File: src/rtl/encoder_pkg.sv
// Shared constants for the encoder round sequencer: FSM encoding, step indices and default sizes.
package encoder_pkg;

    localparam int unsigned LINES_DEF    = 64;
    localparam int unsigned ROUNDS_DEF   = 24;
    localparam int unsigned STEP_TMO_DEF = 255;
    localparam int unsigned N_STEPS      = 5;
    localparam int unsigned STATE_W      = 3;
    localparam int unsigned STEP_W       = 3;

    localparam logic [STATE_W-1:0] S_IDLE  = 3'd0;
    localparam logic [STATE_W-1:0] S_LOAD  = 3'd1;
    localparam logic [STATE_W-1:0] S_STEP  = 3'd2;
    localparam logic [STATE_W-1:0] S_STORE = 3'd3;
    localparam logic [STATE_W-1:0] S_DONE  = 3'd4;
    localparam logic [STATE_W-1:0] S_ERR   = 3'd5;

    localparam logic [STEP_W-1:0] STEP_COLPAR  = 3'd0;
    localparam logic [STEP_W-1:0] STEP_ROTATE  = 3'd1;
    localparam logic [STEP_W-1:0] STEP_PERMUTE = 3'd2;
    localparam logic [STEP_W-1:0] STEP_REVAL   = 3'd3;
    localparam logic [STEP_W-1:0] STEP_ADDRC   = 3'd4;

    function automatic logic [N_STEPS-1:0] step_onehot(input logic [STEP_W-1:0] k);
        step_onehot = N_STEPS'(1) << k;
    endfunction

endpackage

File: src/rtl/seq_counter.sv
// Saturating up-counter with synchronous clear; 'last' flags the terminal count so passes never wrap.
module seq_counter #(
    parameter int unsigned WIDTH = 8,
    parameter int unsigned MAX   = 255
) (
    input  logic             clk,
    input  logic             rst,
    input  logic             en,
    input  logic             clr,
    output logic [WIDTH-1:0] value,
    output logic             last
);

    logic [WIDTH-1:0] value_q, value_d;

    assign last  = (value_q == WIDTH'(MAX));
    assign value = value_q;

    always_comb begin
        value_d = value_q;
        if (clr) begin
            value_d = '0;
        end else if (en && !last) begin
            value_d = value_q + WIDTH'(1);
        end
    end

    always_ff @(posedge clk) begin
        if (rst) begin
            value_q <= '0;
        end else begin
            value_q <= value_d;
        end
    end

endmodule

File: src/rtl/encoder_round_sequencer.sv
// Sequences load, ROUNDS x five permutation steps and write-back for the 5x5x64 encoder datapath.
module encoder_round_sequencer
    import encoder_pkg::*;
#(
    parameter int unsigned LINES    = LINES_DEF,
    parameter int unsigned ADDR_W   = $clog2(LINES),
    parameter int unsigned ROUNDS   = ROUNDS_DEF,
    parameter int unsigned RND_W    = $clog2(ROUNDS),
    parameter int unsigned STEP_TMO = STEP_TMO_DEF
) (
    input  logic               clk,
    input  logic               rst,
    input  logic               start,
    input  logic               abort,
    output logic               busy,
    output logic               done,
    output logic               err,
    output logic               rd_en,
    output logic [ADDR_W-1:0]  rd_addr,
    output logic               load_en,
    output logic [ADDR_W-1:0]  load_addr,
    output logic               wr_en,
    output logic [ADDR_W-1:0]  wr_addr,
    output logic [RND_W-1:0]   round_idx,
    output logic [N_STEPS-1:0] step_en,
    input  logic [N_STEPS-1:0] step_done
);

    localparam int unsigned TMO_W = $clog2(STEP_TMO);

    logic [STATE_W-1:0] state_q, state_d;
    logic [STEP_W-1:0]  step_q, step_d;
    logic               busy_q, busy_d, done_q, done_d, err_q, err_d;
    logic               rd_en_q, rd_en_d, load_en_q, load_en_d, wr_en_q, wr_en_d;
    logic [ADDR_W-1:0]  load_addr_q, load_addr_d;
    logic [N_STEPS-1:0] step_en_q, step_en_d;

    logic               line_en, line_clr, line_last;
    logic [ADDR_W-1:0]  line_value;
    logic               rnd_en, rnd_clr, rnd_last;
    logic [RND_W-1:0]   rnd_value;
    logic               tmo_en, tmo_clr, tmo_last;
    logic [TMO_W-1:0]   tmo_value_unused;
    logic               cur_done;

    assign cur_done = step_done[step_q];

    seq_counter #(.WIDTH(ADDR_W), .MAX(LINES - 1)) u_line_cnt (
        .clk(clk), .rst(rst), .en(line_en), .clr(line_clr), .value(line_value), .last(line_last)
    );

    seq_counter #(.WIDTH(RND_W), .MAX(ROUNDS - 1)) u_round_cnt (
        .clk(clk), .rst(rst), .en(rnd_en), .clr(rnd_clr), .value(rnd_value), .last(rnd_last)
    );

    seq_counter #(.WIDTH(TMO_W), .MAX(STEP_TMO - 1)) u_tmo_cnt (
        .clk(clk), .rst(rst), .en(tmo_en), .clr(tmo_clr), .value(tmo_value_unused), .last(tmo_last)
    );

    // Next state, counter control and next values of the registered outputs
    always_comb begin
        state_d  = state_q;
        step_d   = step_q;
        line_en  = 1'b0;
        line_clr = 1'b1;
        rnd_en   = 1'b0;
        rnd_clr  = (state_q != S_STEP);
        tmo_en   = 1'b0;
        tmo_clr  = 1'b1;

        case (state_q)
            S_IDLE: begin
                if (start && !abort) state_d = S_LOAD;
            end
            S_LOAD: begin
                // rd_en already low means this is the one-cycle read-latency drain
                line_en  = rd_en_q;
                line_clr = !rd_en_q;
                if (!rd_en_q) begin
                    state_d = S_STEP;
                    step_d  = STEP_COLPAR;
                end
            end
            S_STEP: begin
                if (cur_done) begin
                    if (step_q == STEP_ADDRC) begin
                        step_d = STEP_COLPAR;
                        if (rnd_last) state_d = S_STORE;
                        else          rnd_en  = 1'b1;
                    end else begin
                        step_d = step_q + STEP_W'(1);
                    end
                end else begin
                    tmo_en  = 1'b1;
                    tmo_clr = 1'b0;
                    if (tmo_last) state_d = S_ERR;
                end
            end
            S_STORE: begin
                line_en  = 1'b1;
                line_clr = 1'b0;
                if (line_last) state_d = S_DONE;
            end
            S_DONE: begin
                state_d = S_IDLE;
            end
            S_ERR: begin
                if (start) state_d = S_LOAD;
            end
            default: begin
                state_d = S_IDLE;
            end
        endcase

        if (abort) begin
            state_d  = S_IDLE;
            line_en  = 1'b0;
            line_clr = 1'b1;
            rnd_en   = 1'b0;
            rnd_clr  = 1'b1;
            tmo_en   = 1'b0;
            tmo_clr  = 1'b1;
        end

        busy_d      = (state_d == S_LOAD) || (state_d == S_STEP) || (state_d == S_STORE);
        done_d      = (state_d == S_DONE);
        err_d       = (state_d == S_ERR);
        rd_en_d     = (state_d == S_LOAD) && !((state_q == S_LOAD) && line_last);
        load_en_d   = rd_en_q && (state_d == S_LOAD);
        load_addr_d = rd_en_q ? line_value : load_addr_q;
        wr_en_d     = (state_d == S_STORE);
        step_en_d   = (state_d == S_STEP) ? step_onehot(step_d) : '0;
    end

    always_ff @(posedge clk) begin
        if (rst) begin
            state_q     <= S_IDLE;
            step_q      <= STEP_COLPAR;
            busy_q      <= 1'b0;
            done_q      <= 1'b0;
            err_q       <= 1'b0;
            rd_en_q     <= 1'b0;
            load_en_q   <= 1'b0;
            load_addr_q <= '0;
            wr_en_q     <= 1'b0;
            step_en_q   <= '0;
        end else begin
            state_q     <= state_d;
            step_q      <= step_d;
            busy_q      <= busy_d;
            done_q      <= done_d;
            err_q       <= err_d;
            rd_en_q     <= rd_en_d;
            load_en_q   <= load_en_d;
            load_addr_q <= load_addr_d;
            wr_en_q     <= wr_en_d;
            step_en_q   <= step_en_d;
        end
    end

    // Read and write addresses share the line counter; only the matching strobe qualifies each
    assign busy      = busy_q;
    assign done      = done_q;
    assign err       = err_q;
    assign rd_en     = rd_en_q;
    assign rd_addr   = line_value;
    assign load_en   = load_en_q;
    assign load_addr = load_addr_q;
    assign wr_en     = wr_en_q;
    assign wr_addr   = line_value;
    assign round_idx = rnd_value;
    assign step_en   = step_en_q;

endmodule
File: config.mk
export PLATFORM = sky130hd
export DESIGN_NAME = encoder_round_sequencer
export DESIGN_NICKNAME = d
export VERILOG_FILES = /design/src/rtl/encoder_pkg.sv /design/src/rtl/seq_counter.sv /design/src/rtl/encoder_round_sequencer.sv
export SDC_FILE = /design/constraint.sdc
export NUM_CORES = 1
export LEC_CHECK = 0
export ABC_AREA = 1
export ABC_CLOCK_PERIOD_IN_PS = 2100
export BUFFER_PORTS_ARGS = -buffer_cell sky130_fd_sc_hd__buf_4
export CAP_MARGIN = 30
export CORE_AREA = 2 2 91 49
export CTS_CLUSTER_SIZE = 16
export DETAILED_ROUTE_END_ITERATION = 7
export DIE_AREA = 0 0 93 51
export GPL_ROUTABILITY_DRIVEN = 0
export GPL_TIMING_DRIVEN = 0
export HOLD_SLACK_MARGIN = 0.12
export PLACE_DENSITY_LB_ADDON = 0.08
export REMOVE_ABC_BUFFERS = 1
export SLEW_MARGIN = 20
export SYNTH_ARGS = -nofsm -noshare
export SYNTH_HDL_FRONTEND = slang
export SYNTH_SLANG_ARGS = --single-unit
File: constraint.sdc
create_clock -name clk -period 2.1 [get_ports clk]
set_input_delay 0.42 -clock clk [delete_from_list [all_inputs] [get_ports clk]]
set_output_delay 0.42 -clock clk [all_outputs]
set_load 0.01 [all_outputs]
==> results of run 1 <==
-- logic make-up after synthesis --
| logic type | count (synthesis) | share of synthesized area [%] |
|---|---|---|
| simple gates | 148 | 33.7 |
| buf+inv | 44 | 9.06 |
| compound gates | 42 | 11.4 |
| flops | 42 | 40.6 |
| fa+ha+maj | 6 | 3.62 |
| xor+xnor | 4 | 1.69 |
-- where the power goes --
group	internal, uW	switching [uW]	total (uW)	leakage (uW)
logic	30.3	43.0	73.3	0.000681
clock network	265	261	526	0.0000482
registers	803	6.15	809	0.000339
total	1100	310	1410	0.00107
-- area by class of cell --
cell class	count	area [um^2]
well taps	57	71.3
inverters	36	135
repair buffers	42	315
flip-flops and latches	42	841
clock buffers	7	86.3
multi-input cells	200	1040
clock inverters	1	5.00
fillers	394	1590
-- state kept, by name, indices dropped and copies added, names as in the netlist, 3 cells and up --
name / count
state_q: 3
step_q: 3
u_line_cnt.value: 6
u_round_cnt.value: 5
load_addr: 6
step_en: 5
u_tmo_cnt.value: 8
-- path summary, 6_finish.rpt --
| check | endpoint | depth (start not counted) | slack [ns] | from |
|---|---|---|---|---|
| worst min-delay path | step_q[1]$_SDFF_PP0_ | 2 | 0.40 | rst |
| worst max-delay path | busy$_SDFF_PP0_ | 9 | 0.30 | u_line_cnt.value[0]$_SDFFE_PP0P_ |
| worst min register to register | u_tmo_cnt.value[6]$_SDFFE_PP0P_ | 2 | 0.49 | u_tmo_cnt.value[6]$_SDFFE_PP0P_ |
| worst max register to register | busy$_SDFF_PP0_ | 9 | 0.30 | u_line_cnt.value[0]$_SDFFE_PP0P_ |
-- metrics by stage --
step	hold slack [ns]	utilization, %
6_report	0.404	61.2
4_1_cts	0.398	61.2
3_3_place_gp	0.476	58.9
5_1_grt	0.405	61.2
2_1_floorplan	0.460	-
3_5_place_dp	0.478	58.9
-- metal layers --
metal,global-route usage [%],vias up
li1,-,992
met1,28.3,807
met2,27.3,35
met3,6.34,2
met4,4.41,0
met5,0,-
-- cell usage in the layout, fill, tap and decap left out, types with 4 or more instances in the layout --
master,instances
a21oi_1,22
buf_4,42
clkbuf_8,6
dfxtp_1,42
ha_1,6
inv_1,31
inv_2,5
nand2_1,63
nand2_2,5
nand3_1,18
nor2_1,34
nor2_2,4
nor2_4,4
nor3_1,7
o21ai_0,12
-- worst reg2reg max path, cell delays in order (launching register included) --
cell and delay [ns]:
dfxtp_1 0.41, ha_1 0.23, nand3_1 0.19, o21ai_1 0.21, nand2_1 0.07, nor2_1 0.10, nand2_1 0.14, nand2_2 0.14
nand2_1 0.07, and3_1 0.15
==> results.json, run 1 <==
{
  "crit_fanout": 5,
  "synth_top_area_cell": "dfxtp_1",
  "tritoncts": "built",
  "htreeDepth": 2,
  "cts_setup_buffers": 0,
  "path_buf_inv": 0,
  "placed_cells": 377,
  "ir_worst_vdd_v": 0.000448,
  "max_slew.worst_pin.slew_ns": 0.483,
  "yosysMostFrequentCell": "nand2_1",
  "path_cells": "ha_1 -> nand3_1 -> o21ai_1 -> nand2_1 -> nor2_1 -> nand2_1 -> nand2_2 -> nand2_1 -> and3_1",
  "grt_pass1_wl_um": 7070,
  "grt_usage_pct": 19.3,
  "finalHoldViolations": 0,
  "power_density_mw_per_mm2": 564,
  "grt_overflow": 0,
  "finalClockSkew_ns": 0.00316,
  "io_pins": 43,
  "startpoint_type": "flop",
  "num_vias": 1836,
  "route.layer.met1.wl_um": 2310,
  "period_share_pct": 85.7,
  "max_freq_mhz": 556,
  "synth_cells": 286,
  "cp_common_cell": "nand2_1",
  "synth_edf_count": 0,
  "power_uw": 1410,
  "area.growth.synth_to_final_pct": 20.5,
  "coreArea_mm2": 0.00408,
  "synth.distinct_cells": 31,
  "final-setup-viol-count": 0,
  "drtIter0Drc": 85,
  "wirelength_um": 4200,
  "start_util_pct": 50.7,
  "ant_nets": 0,
  "end_kind": "flop",
  "critical_path_class": "flop to flop",
  "synth_seq_cells": 42,
  "clk_pin_slew_ns": 0.08,
  "postCtsHoldBufs": 0,
  "drc": 0,
  "synth-async-reset-ratio_pct": 0,
  "place_area_mm2": 0.00241,
  "power_leakage_uw": 0.00107,
  "rsz0062_at_grt": "no",
  "wl_met2_um": 1630,
  "worst_ep_arrival_time_ns": 1.99,
  "cts-resized-gates": 0,
  "die_h_um": 51,
  "clk_latency_ns": 0.29,
  "antenna_found_initial": 0,
  "setup_tns_ns": 0,
  "root_buffer": "clkbuf_8",
  "cts.sink_count": 42,
  "wl_per_cell_um": 10.9,
  "num_rows": 17,
  "syn_area_mm2": 0.00207,
  "critPathRequiredTime_ns": 2.29,
  "synth_commonest_cells": "nand2_1 (63), dfxtp_1 (42), nor2_1 (34), inv_1 (31), a21oi_1 (22)",
  "first_global_vias": 1590,
  "final_max_slew_viol_count": 0,
  "dpl.hpwl_um": 3260,
  "outcome": "finished, final reports clean",
  "dr.max_layer_used": "met4",
  "drive_gt1_share_pct": 23.8,
  "dr.pass1.iters": 5,
  "ys_seq_area_share_pct": 40.6,
  "synth_top_area_share_pct": 40.6,
  "fin_area_mm2": 0.00250,
  "via_per_inst": 4.77,
  "clk_path_buf_depth": 2,
  "postSynthAreaPerCell_um2": 7.24,
  "dieWidth_um": 93,
  "grt_start_max_net_pins": 17,
  "path_delay_family": "simple AND/OR/NAND/NOR gates",
  "portBuffers": 42,
  "wl_met3_um": 245,
  "dieArea_mm2": 0.00474,
  "yosysWarningCount": 0,
  "layout_setup_ws_ns": 0.300,
  "cp_slowest_cell": "dfxtp_1",
  "cts_buffers": 5,
  "maxCapViolCount": 0,
  "place_ws_ns": 0.327,
  "synth_flop_cell": "dfxtp_1",
  "fin_cells": 385,
  "hold_path.class": "input pin to flop",
  "cpPeakStageDelay_ns": 0.41,
  "slew_headroom_pct": 67.7,
  "synth_area_leaders": "dfxtp_1 (41%), nand2_1 (11%), nor2_1 (6.2%), inv_1 (5.6%), a21oi_1 (5.3%)",
  "diodes": 0,
  "min_period_ns": 1.80,
  "fin_nets": 342
}
No activity file was read; power rests on OpenSTA's default activity.
==> run 2: changes to the inputs <==
--- a/config.mk
+++ b/config.mk
@@ -6,13 +6,13 @@
 export NUM_CORES = 1
 export LEC_CHECK = 0
 export ABC_AREA = 1
-export ABC_CLOCK_PERIOD_IN_PS = 2100
+export ABC_CLOCK_PERIOD_IN_PS = 2110
 export BUFFER_PORTS_ARGS = -buffer_cell sky130_fd_sc_hd__buf_4
 export CAP_MARGIN = 30
-export CORE_AREA = 2 2 91 49
+export CORE_AREA = 2 2 88 48
 export CTS_CLUSTER_SIZE = 16
 export DETAILED_ROUTE_END_ITERATION = 7
-export DIE_AREA = 0 0 93 51
+export DIE_AREA = 0 0 90 50
 export GPL_ROUTABILITY_DRIVEN = 0
 export GPL_TIMING_DRIVEN = 0
 export HOLD_SLACK_MARGIN = 0.12
==> constraint.sdc (replaced) <==
create_clock -name clk -period 2.11 [get_ports clk]
set_input_delay 0.422 -clock clk [delete_from_list [all_inputs] [get_ports clk]]
set_output_delay 0.422 -clock clk [all_outputs]
set_load 0.01 [all_outputs]
==> run 2 against run 1 <==
Die area down 5.1%. Hold slack better by 0.0049 ns. Sequential share of layout area up 0.25 points. Maximum frequency up 2.1%. Largest cell class unchanged. Utilization up 5.4 points. Power down 3.5%. Clock-buffer cell count unchanged. Via count up 1.0%. Critical path depth unchanged. Non-clock buffer count unchanged. Cell count down 1.0%.
==> results.json, run 2 (synthesized netlist as in run 1, its figures left out) <==
{
  "ir_worst_vdd_v": 0.000338,
  "min_period_ns": 1.76,
  "seq_area_um2": 841,
  "clk_latency_ns": 0.29,
  "diodes": 0,
  "max_freq_mhz": 568,
  "place_ws_ns": 0.363,
  "rsz0062_at_grt": "no",
  "start_util_pct": 55.6,
  "final_max_slew_viol_count": 0,
  "cts-resized-gates": 0,
  "critical_path_class": "flop to flop",
  "outcome": "finished, final reports clean",
  "area.growth.synth_to_final_pct": 19.6,
  "clk_path_buf_depth": 2,
  "setup_tns_ns": 0,
  "wirelength_um": 4250,
  "first_global_vias": 1625,
  "multi_input_area_mm2": 0.00104,
  "power_density_mw_per_mm2": 548,
  "num_rows": 16,
  "antenna_found_initial": 0,
  "final_common_cell": "nand2_1",
  "final-setup-viol-count": 0,
  "postCtsHoldBufs": 0,
  "dieArea_mm2": 0.00450,
  "fillers": 349,
  "finalClockSkew_ns": 0.00407,
  "num_vias": 1855,
  "htreeDepth": 2,
  "power_leakage_uw": 0.00106,
  "cts_buffers": 5,
  "fin_nets": 342,
  "clk_pin_slew_ns": 0.07,
  "max_slew.worst_pin.slew_ns": 0.540,
  "via_per_inst": 4.87,
  "drc": 0,
  "coreArea_mm2": 0.00372,
  "critPathRequiredTime_ns": 2.29,
  "portBuffers": 42,
  "period_share_pct": 83.5,
  "worst_ep_arrival_time_ns": 1.94,
  "grt_usage_pct": 20.1,
  "tritoncts": "built",
  "ant_nets": 0,
  "startpoint_type": "flop",
  "end_kind": "flop",
  "grt_start_max_net_pins": 17,
  "whs_ns": 0.408,
  "grt_pass1_wl_um": 7320,
  "root_buffer": "clkbuf_8",
  "hold_path.class": "input pin to flop",
  "dr.pass1.iters": 4,
  "power_uw": 1360,
  "largest_reg_flops": 8,
  "dpl.hpwl_um": 3310,
  "maxCapViolCount": 0,
  "io_pins": 43,
  "dieWidth_um": 90,
  "die_h_um": 50,
  "layout_setup_ws_ns": 0.348,
  "cts_setup_buffers": 0,
  "finalHoldViolations": 0,
  "final_cell_mix": "nand2_1 (63), dfxtp_1 (42), buf_4 (42)",
  "drtIter0Drc": 40,
  "drive_gt1_share_pct": 23.2,
  "crit_fanout": 5,
  "cts.sink_count": 42,
  "wl_per_cell_um": 11.2,
  "slew_headroom_pct": 64.0,
  "grt_overflow": 0
}
-- run 2: cell types whose count changed in the layout (fill, tap and decap cells not counted) --
| cell | change |
|---|---|
| clkinv_2 | -1 |
| clkbuf_1 | +1 |
| clkbuf_8 | -1 |
-- run 2: area by class of cell --
type,instances,area share [%]
multi-input cells,200,42.1
repair buffers,42,12.7
flip-flops and latches,42,33.9
clock buffers,7,3.08
inverters,36,5.45
well taps,54,2.73
-- run 2: path summary, 6_finish.rpt --
kind / from / end / slack, ns / depth (start not counted)
min reg2reg: u_round_cnt.value[4]$_SDFFE_PP0P_ / u_round_cnt.value[4]$_SDFFE_PP0P_ / 0.49 / 2
max: u_line_cnt.value[0]$_SDFFE_PP0P_ / busy$_SDFF_PP0_ / 0.35 / 9
min: rst / step_q[2]$_SDFF_PP0_ / 0.41 / 2
max reg2reg: u_line_cnt.value[0]$_SDFFE_PP0P_ / busy$_SDFF_PP0_ / 0.35 / 9
-- run 2: per-stage QoR --
stage	cells	area (um^2)	utilization, %
floorplan	278	2020	-
global placement	374	2400	64.5
detailed placement	374	2400	64.5
CTS	381	2480	66.6
global route	381	2480	66.6
finish	381	2480	66.6
-- run 2: routing by layer --
| layer | up-vias | wire [um] | share of wire (%) | global-route usage, % |
|---|---|---|---|---|
| met5 | - | 0 | 0 | 0 |
| met4 | 0 | 0 | 0 | 4.62 |
| met3 | 0 | 208 | 4.9 | 5.05 |
| met2 | 41 | 1760 | 41 | 29.8 |
| met1 | 822 | 2280 | 54 | 29.5 |
| li1 | 992 | - | - | - |
-- run 2: power breakdown --
| part | internal, uW | switching, uW | total [uW] | leakage [uW] |
|---|---|---|---|---|
| Clock | 228 | 252 | 480 | 0.0000383 |
| Combinational | 30.2 | 43.3 | 73.4 | 0.000681 |
| Sequential | 799 | 6.47 | 806 | 0.000339 |
-- run 2: worst max-delay path, cell delays in order, from the launching register on --
cell and delay, ns:
dfxtp_1 0.40, ha_1 0.22, nand3_1 0.19, o21ai_1 0.20, nand2_1 0.07, nor2_1 0.10
nand2_1 0.13, nand2_2 0.13, nand2_1 0.07, and3_1 0.15
